--- src/rtl/rotate_rr_scheduler_pkg.sv ---
// Shared constants, FSM encoding and sizing helper for the rotate scheduler.
package rotate_rr_scheduler_pkg;

  localparam int unsigned ADDRESS_BITS_DEF = 3;
  localparam int unsigned ID_BITS_DEF      = 2;
  localparam int unsigned WIDTH            = 2 ** ADDRESS_BITS_DEF;
  localparam int unsigned NUM_REQ          = 2 ** ID_BITS_DEF;

  typedef enum logic {
    IDLE = 1'b0,
    FULL = 1'b1
  } state_e;

  // Ceiling log2, for integrators sizing ID_BITS from a requester count.
  function automatic int unsigned clog2(input int unsigned n);
    int unsigned r;
    r = 0;
    while ((r < 32) && ((64'd1 << r) < 64'(n))) begin
      r = r + 1;
    end
    return r;
  endfunction

endpackage

--- src/rtl/Barrel_Shift_R_Gen.sv ---
// Combinational rotate-right of num by amt positions, built as log2 stages.
module Barrel_Shift_R_Gen #(
  parameter int unsigned ADDRESS_BITS = 3
) (
  input  logic [(2**ADDRESS_BITS)-1:0] num,
  input  logic [ADDRESS_BITS-1:0]      amt,
  output logic [(2**ADDRESS_BITS)-1:0] result
);

  localparam int unsigned WIDTH = 2 ** ADDRESS_BITS;

  logic [WIDTH-1:0] stage;

  // Each stage rotates by 2**s when amount bit s is set.
  always_comb begin
    stage = num;
    for (int unsigned s = 0; s < ADDRESS_BITS; s++) begin
      if (amt[s]) begin
        stage = (stage >> (1 << s)) | (stage << (WIDTH - (1 << s)));
      end
    end
    result = stage;
  end

endmodule

--- src/rtl/rr_arbiter.sv ---
// Round-robin priority select with a pointer register advanced past each grant.
module rr_arbiter #(
  parameter int unsigned NUM_REQ = 4,
  parameter int unsigned ID_BITS = 2
) (
  input  logic               clk,
  input  logic               rst_n,
  input  logic [NUM_REQ-1:0] req,
  input  logic               en,
  output logic [NUM_REQ-1:0] gnt_c,
  output logic [ID_BITS-1:0] gnt_idx_c,
  output logic               gnt_any_c
);

  logic [ID_BITS-1:0] ptr_q;
  logic [ID_BITS-1:0] ptr_d;
  logic               found;
  logic [ID_BITS-1:0] cand;

  // Scan from the pointer upward with wrap; first asserted request wins.
  always_comb begin
    found     = 1'b0;
    gnt_idx_c = '0;
    cand      = '0;
    for (int unsigned i = 0; i < NUM_REQ; i++) begin
      cand = ptr_q + ID_BITS'(i);
      if (!found && req[cand]) begin
        found     = 1'b1;
        gnt_idx_c = cand;
      end
    end
    gnt_any_c = en && found;
    gnt_c     = '0;
    if (gnt_any_c) begin
      gnt_c[gnt_idx_c] = 1'b1;
    end
    ptr_d = gnt_any_c ? (gnt_idx_c + ID_BITS'(1)) : ptr_q;
  end

  // Pointer register; index arithmetic wraps since NUM_REQ is a power of two.
  always_ff @(posedge clk) begin
    if (!rst_n) begin
      ptr_q <= '0;
    end else begin
      ptr_q <= ptr_d;
    end
  end

endmodule

--- src/rtl/rotate_rr_scheduler.sv ---
// Shares one rotate-right datapath among requesters via round-robin arbitration,
// registering each result with its requester id into a one-entry output stage.
module rotate_rr_scheduler
  import rotate_rr_scheduler_pkg::*;
#(
  parameter int unsigned ADDRESS_BITS = ADDRESS_BITS_DEF,
  parameter int unsigned ID_BITS      = ID_BITS_DEF
) (
  input  logic                                       clk,
  input  logic                                       rst_n,
  input  logic [(2**ID_BITS)-1:0]                    req_valid,
  output logic [(2**ID_BITS)-1:0]                    req_ready,
  input  logic [(2**ID_BITS)*(2**ADDRESS_BITS)-1:0]  req_num,
  input  logic [(2**ID_BITS)*ADDRESS_BITS-1:0]       req_amt,
  output logic                                       out_valid,
  input  logic                                       out_ready,
  output logic [(2**ADDRESS_BITS)-1:0]               out_data,
  output logic [ID_BITS-1:0]                         out_id,
  output logic                                       busy
);

  localparam int unsigned DW = 2 ** ADDRESS_BITS;
  localparam int unsigned NR = 2 ** ID_BITS;

  state_e               state_q;
  state_e               state_d;
  logic [DW-1:0]        out_data_q;
  logic [DW-1:0]        out_data_d;
  logic [ID_BITS-1:0]   out_id_q;
  logic [ID_BITS-1:0]   out_id_d;

  logic                    grant_en;
  logic                    accept;
  logic [ID_BITS-1:0]      win_idx;
  logic [DW-1:0]           sel_num;
  logic [ADDRESS_BITS-1:0] sel_amt;
  logic [DW-1:0]           rot_result;

  // Grant only when the output stage has room and reset is released.
  assign grant_en = rst_n && ((state_q == IDLE) || out_ready);

  rr_arbiter #(
    .NUM_REQ (NR),
    .ID_BITS (ID_BITS)
  ) u_arb (
    .clk       (clk),
    .rst_n     (rst_n),
    .req       (req_valid),
    .en        (grant_en),
    .gnt_c     (req_ready),
    .gnt_idx_c (win_idx),
    .gnt_any_c (accept)
  );

  // Route the winner's operand and amount to the shared rotator.
  always_comb begin
    sel_num = '0;
    sel_amt = '0;
    for (int unsigned i = 0; i < NR; i++) begin
      if (ID_BITS'(i) == win_idx) begin
        sel_num = req_num[i*DW +: DW];
        sel_amt = req_amt[i*ADDRESS_BITS +: ADDRESS_BITS];
      end
    end
  end

  Barrel_Shift_R_Gen #(
    .ADDRESS_BITS (ADDRESS_BITS)
  ) u_rot (
    .num    (sel_num),
    .amt    (sel_amt),
    .result (rot_result)
  );

  // Output-stage FSM: capture on accept, drop to IDLE on drain without refill.
  always_comb begin
    state_d    = state_q;
    out_data_d = out_data_q;
    out_id_d   = out_id_q;
    case (state_q)
      IDLE: begin
        if (accept) begin
          state_d    = FULL;
          out_data_d = rot_result;
          out_id_d   = win_idx;
        end
      end
      FULL: begin
        if (accept) begin
          out_data_d = rot_result;
          out_id_d   = win_idx;
        end else if (out_ready) begin
          state_d = IDLE;
        end
      end
      default: state_d = IDLE;
    endcase
  end

  // State and result registers with synchronous reset.
  always_ff @(posedge clk) begin
    if (!rst_n) begin
      state_q    <= IDLE;
      out_data_q <= '0;
      out_id_q   <= '0;
    end else begin
      state_q    <= state_d;
      out_data_q <= out_data_d;
      out_id_q   <= out_id_d;
    end
  end

  assign out_valid = (state_q == FULL);
  assign out_data  = out_data_q;
  assign out_id    = out_id_q;
  assign busy      = out_valid || (|req_valid);

endmodule

--- config.mk ---
export PLATFORM = sky130hd
export DESIGN_NAME = rotate_rr_scheduler
export DESIGN_NICKNAME = d
export VERILOG_FILES = /design/src/rtl/rotate_rr_scheduler_pkg.sv /design/src/rtl/Barrel_Shift_R_Gen.sv /design/src/rtl/rr_arbiter.sv /design/src/rtl/rotate_rr_scheduler.sv
export SDC_FILE = /design/constraint.sdc
export NUM_CORES = 1
export LEC_CHECK = 0
export ABC_CLOCK_PERIOD_IN_PS = 2900
export BUFFER_PORTS_ARGS = -buffer_cell sky130_fd_sc_hd__buf_2
export CAP_MARGIN = 40
export CORE_AREA = 10 10 75 77
export DETAILED_ROUTE_END_ITERATION = 8
export DIE_AREA = 0 0 85 87
export MAX_ROUTING_LAYER = met4
export SKIP_LAST_GASP = 1
export SLEW_MARGIN = 20
export SYNTH_ARGS = -nofsm -noshare
export SYNTH_HDL_FRONTEND = slang
export SYNTH_SLANG_ARGS = --single-unit
--- constraint.sdc ---
create_clock -name clk -period 2.9 [get_ports clk]
set_clock_uncertainty 0.15 [all_clocks]
set_input_delay 0.29 -clock clk [delete_from_list [all_inputs] [get_ports clk]]
set_output_delay 0.29 -clock clk [all_outputs]
set_load 0.02 [all_outputs]
==> results.json, run 1 <==
{
  "max_freq_ghz": 0.363,
  "start_util": 0.290,
  "p_clk_frac": 0.113,
  "worstSetupPathType": "reg -> reg",
  "cell_internal_pwr_uw": 780,
  "regArea_um2": 265,
  "clockBufferDepth": 2,
  "cp_max_fo": 6,
  "nNetsFinal": 280,
  "crit_chain": "nand2_1 > nand2_1 > a21oi_1 > o22a_2 > inv_1 > ha_1 > nor2b_4 > a221oi_4 > or2_2 > buf_4 > o211ai_2 > o31ai_2 > a221oi_1",
  "timing.final.ws_setup_ns": 0.147,
  "fin_crit_sh": 0.949,
  "synthCells": 145,
  "start_kind": "register",
  "worst_setup_path_end_kind": "register",
  "clk_pin_slew_ns": 0.06,
  "relSlewSlack": 0.458,
  "p_leak_nw": 0.879,
  "slowest_delay_ns": 0.36,
  "core-area_um2": 4230,
  "cts_max_level": 1,
  "grt_pass1_wl_um": 6310,
  "multi_input_area_um2": 1020,
  "synth_common_cells": "13 x dfxtp_1, 10 x mux2i_1, 10 x o21ai_0",
  "synth_seq_cells": 13,
  "wl_um": 4300,
  "place_ws_ns": -0.0996,
  "worst_path_max_delay_cell": "dfxtp_2",
  "power.switching_uw": 638,
  "clock-sinks": 13,
  "fp.dieW_um": 85,
  "wire_per_inst_um": 15.6,
  "num_rows": 24,
  "gr-total-overflow": 0,
  "yosysMostFrequentCell": "dfxtp_1",
  "finalCriticalPeriod_ns": 2.75,
  "remaining_drc_errors": 0,
  "diodes": 0,
  "synthArstFlopShare": 0,
  "drive_gt1_frac": 0.545,
  "ys.flop_type": "dfxtp_1",
  "cts-buffers-inserted": 3,
  "synth_area_leaders": "dfxtp_1 21%, mux2i_1 8.2%, a221oi_2 6.1%, nor2b_1 4.6%, ha_1 4.1%",
  "peakVddDrop_v": 0.000326,
  "tightest_slew_ns": 0.811,
  "gp_congestion": 0.762,
  "die_area_um2": 7400,
  "synth_edf_count": 0,
  "grt.total_usage": 0.104,
  "drv_slew": 0,
  "hold_class": "in -> reg",
  "crit_top_cell": "nand2_1",
  "avgViaCountPerCell": 5.07,
  "yosys.area.top_type": "dfxtp_1",
  "drtIter0Drc": 60,
  "first_pass_iters": 4,
  "drv_cap": 0,
  "crit_required_ns": 2.90,
  "synth_nets": 200,
  "io_pins": 67,
  "ant_nets": 0,
  "synth_top_cell_area_share": 0.212,
  "power.density_nw_per_um2": 753,
  "seq_area_frac_synth": 0.212,
  "syn_to_final_growth_pct": 53.4,
  "power_frac_seq": 0.183,
  "grt_max_degree": 18,
  "place_hpwl_um": 3420,
  "finalSetupViolCount": 0,
  "root_buffer": "clkbuf_8",
  "io_buffers": 66,
  "p_comb_frac": 0.704,
  "post-route-util": 0.445,
  "netlist-cell-type-count": 38,
  "outcome": "completed",
  "nFillCells": 430,
  "insertion_delay_ns": 0.24,
  "vias": 1398,
  "antenna_found_initial": 0,
  "switching_share": 0.450,
  "crit_arrival_ns": 2.75,
  "grt_pass1_vias": 1398,
  "cts_tree": "done",
  "synth_area_per_cell_um2": 8.47,
  "hold_viol_final": 0,
  "syn_area_um2": 1230,
  "die_h_um": 87,
  "cts_hold_buf": 0,
  "yosys_warnings": 0
}
power by group through the flow:
stage | Clock (mW) | Combinational [mW] | Sequential [mW]
after detailed placement | 0 | 0.819 | 0.262
after floorplan | 0 | 0.539 | 0.311
after global routing | 0.171 | 1.08 | 0.269
after global placement | 0 | 0.817 | 0.260
final | 0.160 | 0.998 | 0.260
after CTS | 0.167 | 0.823 | 0.259
layer usage:
| layer | vias to the layer above | global-route usage | wire (um) |
|---|---|---|---|
| met5 | - | - | 0 |
| met4 | 0 | 0.0344 | 35 |
| met3 | 4 | 0.0337 | 312 |
| met2 | 41 | 0.164 | 2040 |
| met1 | 633 | 0.122 | 1910 |
| li1 | 720 | - | - |
worst max-delay path, delay by kind of cell, from the launching register on:
kind / cells / cell delay [ns]
simple gates: 4 / 0.67
buf+inv: 2 / 0.29
fa+ha+maj: 1 / 0.20
compound gates: 6 / 1.00
flops: 1 / 0.36
registers in the layout, indices dropped and copies added (netlist names):
register and cells:
out_valid 1, out_data 8, u_arb.ptr_q 2, out_id 2
what timing repair did:
action                     CTS  global route
buffers inserted             0             2
gates resized for setup      0            29
setup endpoints to repair    0             8
layout by cell type (no fill, tap or decap), types with 3 or more instances in the layout:
master    synthesis  final
a21o_1            6      6
a21oi_1           6      5
a221oi_1          5      4
a221oi_2          5      5
a22oi_1           6      6
and3_1            4      4
buf_2             3     66
buf_4             1     18
clkbuf_8          0      3
dfxtp_1          13     11
inv_1             6      6
mux2i_1          10      3
mux2i_2           0      4
mux2i_4           0      3
nand2_1           8      8
nand2b_1          4      4
nor2_1            4      4
nor2b_1           9      8
o211ai_1          5      5
o21ai_0          10     10
o22ai_1           8      8
o31ai_2           2      4
area by class of cell:
class,instances,area share
sequential,13,0.141
multi-input combinational,116,0.540
inverter,7,0.0140
clock buffer,4,0.0239
tap,52,0.0346
timing repair buffer,84,0.247
final timing paths:
path             startpoint          end  slack [ns]  cells after the start
max          u_arb.ptr_q[1]  out_data[5]        0.15                     13
min               out_ready    out_valid        0.19                      3
max reg2reg  u_arb.ptr_q[1]  out_data[5]        0.15                     13
min reg2reg       out_id[0]    out_id[0]        0.34                      2
metrics by stage:
step	setup TNS [ns]	area (um^2)	total power [mW]	std cells	hold WS, ns
after floorplan	0	1230	0.850	145	0.288
after global placement	-0.177	1680	1.08	269	0.332
after detailed placement	-0.233	1680	1.08	269	0.329
after CTS	0	1730	1.25	273	0.185
after global routing	-0.0611	1880	1.52	276	0.219
final	0	1880	1.42	276	0.189
kinds of logic (layout without fill, tap and decap cells):
family,Yosys count,after routing,share of synthesized area
mux,10,10,0.0816
fa+ha+maj,4,4,0.0408
buf+inv,17,95,0.0703
simple gates,35,36,0.157
compound gates,66,66,0.438
flops,13,13,0.212
(Power assumes the default switching activity.)
==> inputs of run 2 (changes only) <==
--- a/config.mk
+++ b/config.mk
@@ -8,10 +8,11 @@
 export ABC_CLOCK_PERIOD_IN_PS = 2900
 export BUFFER_PORTS_ARGS = -buffer_cell sky130_fd_sc_hd__buf_2
 export CAP_MARGIN = 40
-export CORE_AREA = 10 10 75 77
+export CORE_AREA = 10 10 67 69
 export DETAILED_ROUTE_END_ITERATION = 8
-export DIE_AREA = 0 0 85 87
+export DIE_AREA = 0 0 77 79
 export MAX_ROUTING_LAYER = met4
+export PLACE_DENSITY = 0.73
 export SKIP_LAST_GASP = 1
 export SLEW_MARGIN = 20
 export SYNTH_ARGS = -nofsm -noshare
==> results.json, run 2 (synthesis results as in run 1) <==
{
  "outcome": "completed",
  "diodes": 0,
  "grt_max_degree": 18,
  "rr_startpoint": "u_arb.ptr_q[1]",
  "r2r_cells": 12,
  "relSlewSlack": 0.634,
  "p_leak_nw": 0.866,
  "worst_setup_path_end_kind": "register",
  "reg2reg_slack_ns": 0.13,
  "first_pass_iters": 4,
  "antenna_found_initial": 0,
  "hold_path_depth": 3,
  "hold_viol_final": 0,
  "drv_slew": 0,
  "clock-sinks": 13,
  "hp-start": "out_ready",
  "layout_commonest_cell": "buf_2",
  "cts_hold_buf": 0,
  "grtUsageMet3": 0.0349,
  "finalSetupViolCount": 0,
  "cts_tree": "done",
  "dp.cells": 262,
  "io_pins": 67,
  "start_util": 0.380,
  "syn_to_final_growth_pct": 50.1,
  "switching_share": 0.459,
  "power.switching_uw": 639,
  "peakVddDrop_v": 0.000390,
  "io_buffers": 66,
  "holdPathEnd": "out_valid",
  "gp_congestion": 0.856,
  "nFillCells": 306,
  "die_area_um2": 6080,
  "hold_class": "in -> reg",
  "cell_internal_pwr_uw": 753,
  "crit_arrival_ns": 2.81,
  "place_hpwl_um": 3400,
  "drtIter0Drc": 56,
  "clk_pin_slew_ns": 0.08,
  "rsz0062_at_grt": "true",
  "tightest_slew_ns": 0.548,
  "top_usage_layer": "met2",
  "gr-total-overflow": 0,
  "nNetsFinal": 278,
  "wl_um": 4260,
  "grt.met2_usage": 0.207,
  "cts-buffers-inserted": 3,
  "multi_input_area_um2": 1020,
  "p_comb_frac": 0.738,
  "die_h_um": 79,
  "start_kind": "register",
  "wire_per_inst_um": 15.9,
  "avgViaCountPerCell": 5.39,
  "p_clk_frac": 0.077,
  "largest_register_ffs": 8,
  "crit_start": "u_arb.ptr_q[1]",
  "drv_cap": 0,
  "regArea_um2": 263,
  "vias": 1445,
  "layout_common_cells": "66 x buf_2, 16 x buf_4, 11 x dfxtp_1",
  "crit_required_ns": 2.94,
  "grt.total_usage": 0.126,
  "grt_pass1_wl_um": 6460,
  "remaining_drc_errors": 0,
  "cts_max_level": 1,
  "layoutNonFillerInstCount": 268,
  "fp.dieW_um": 77,
  "power_mw": 1.39,
  "ant_nets": 0,
  "core-area_um2": 3230,
  "cp_max_fo": 6,
  "clockBufferDepth": 2,
  "insertion_delay_ns": 0.26,
  "power.density_nw_per_um2": 756,
  "fin_crit_sh": 0.956,
  "grtUsageMet1": 0.160,
  "worstSetupPathType": "reg -> reg",
  "num_rows": 21,
  "root_buffer": "clkbuf_4",
  "grt_pass1_vias": 1388,
  "finalCriticalPeriod_ns": 2.77,
  "max_freq_ghz": 0.361,
  "drive_gt1_frac": 0.541,
  "post-route-util": 0.570,
  "power_frac_seq": 0.185,
  "rr_endpoint": "out_data[0]"
}
[run 2: changes by cell type in the layout (fill, tap and decap cells not counted), moves of 2 or more]
cell,change
o31ai_2,-2
a221oi_1,-2
clkbuf_4,+3
nor2b_1,-2
mux2i_4,+2
mux2i_2,-2
ha_2,+2
a221oi_2,+2
ha_4,-2
o31ai_1,+2
nor2b_2,+2
clkbuf_8,-3
buf_4,-2
[run 2: cell type report]
class / count / area share
multi-input combinational: 116 / 0.553
clock buffer: 4 / 0.0143
sequential: 13 / 0.143
tap: 46 / 0.0312
timing repair buffer: 82 / 0.245
inverter: 7 / 0.0143
[run 2: routing by layer]
| layer | wire (um) | vias to the layer above | share of wire |
|---|---|---|---|
| li1 | - | 718 | - |
| met1 | 1870 | 662 | 0.44 |
| met2 | 2060 | 65 | 0.48 |
| met3 | 339 | 0 | 0.080 |
| met4 | 0 | 0 | 0 |
| met5 | 0 | - | 0 |
[run 2: stage by stage]
stage	hold slack, ns	TNS [ns]	setup WS [ns]	area, um^2
after global placement	0.319	0	0.0295	1670
after CTS	0.150	0	0.0431	1690
after global routing	0.181	-0.246	-0.0488	1840
after floorplan	0.288	0	0.0443	1230
final	0.157	0	0.126	1840
after detailed placement	0.330	-0.00354	-0.00354	1670
[run 2: what timing repair did]
| action | in CTS | in global routing |
|---|---|---|
| endpoints found under the setup margin | 0 | 8 |
| resized for setup | 0 | 29 |
| buffers inserted | 0 | 1 |
[run 2: power by group through the flow]
stage | Sequential [mW] | Combinational, mW | Clock (mW)
after floorplan | 0.311 | 0.539 | 0
after global placement | 0.258 | 0.818 | 0
after detailed placement | 0.259 | 0.821 | 0
after CTS | 0.255 | 0.825 | 0.110
after global routing | 0.262 | 1.11 | 0.121
final | 0.257 | 1.03 | 0.107
[run 2: how the worst max path moves through the flow]
stage                   to  cells after the start
2_1_floorplan  out_data[3]                     14
3_3_place_gp   out_data[3]                     13
3_5_place_dp   out_data[3]                     13
4_1_cts        out_data[1]                     12
5_1_grt        out_data[3]                     12
6_report       out_data[0]                     12
[run 2: critical path: stages (launching register included)]
cell	delay, ns
dfxtp_2	0.34
nand2_1	0.06
nand2_1	0.06
a21oi_1	0.13
o22a_2	0.20
inv_1	0.07
ha_2	0.20
buf_4	0.16
a221oi_4	0.33
or2_4	0.28
mux2i_4	0.28
mux2i_1	0.15
a221oi_2	0.28
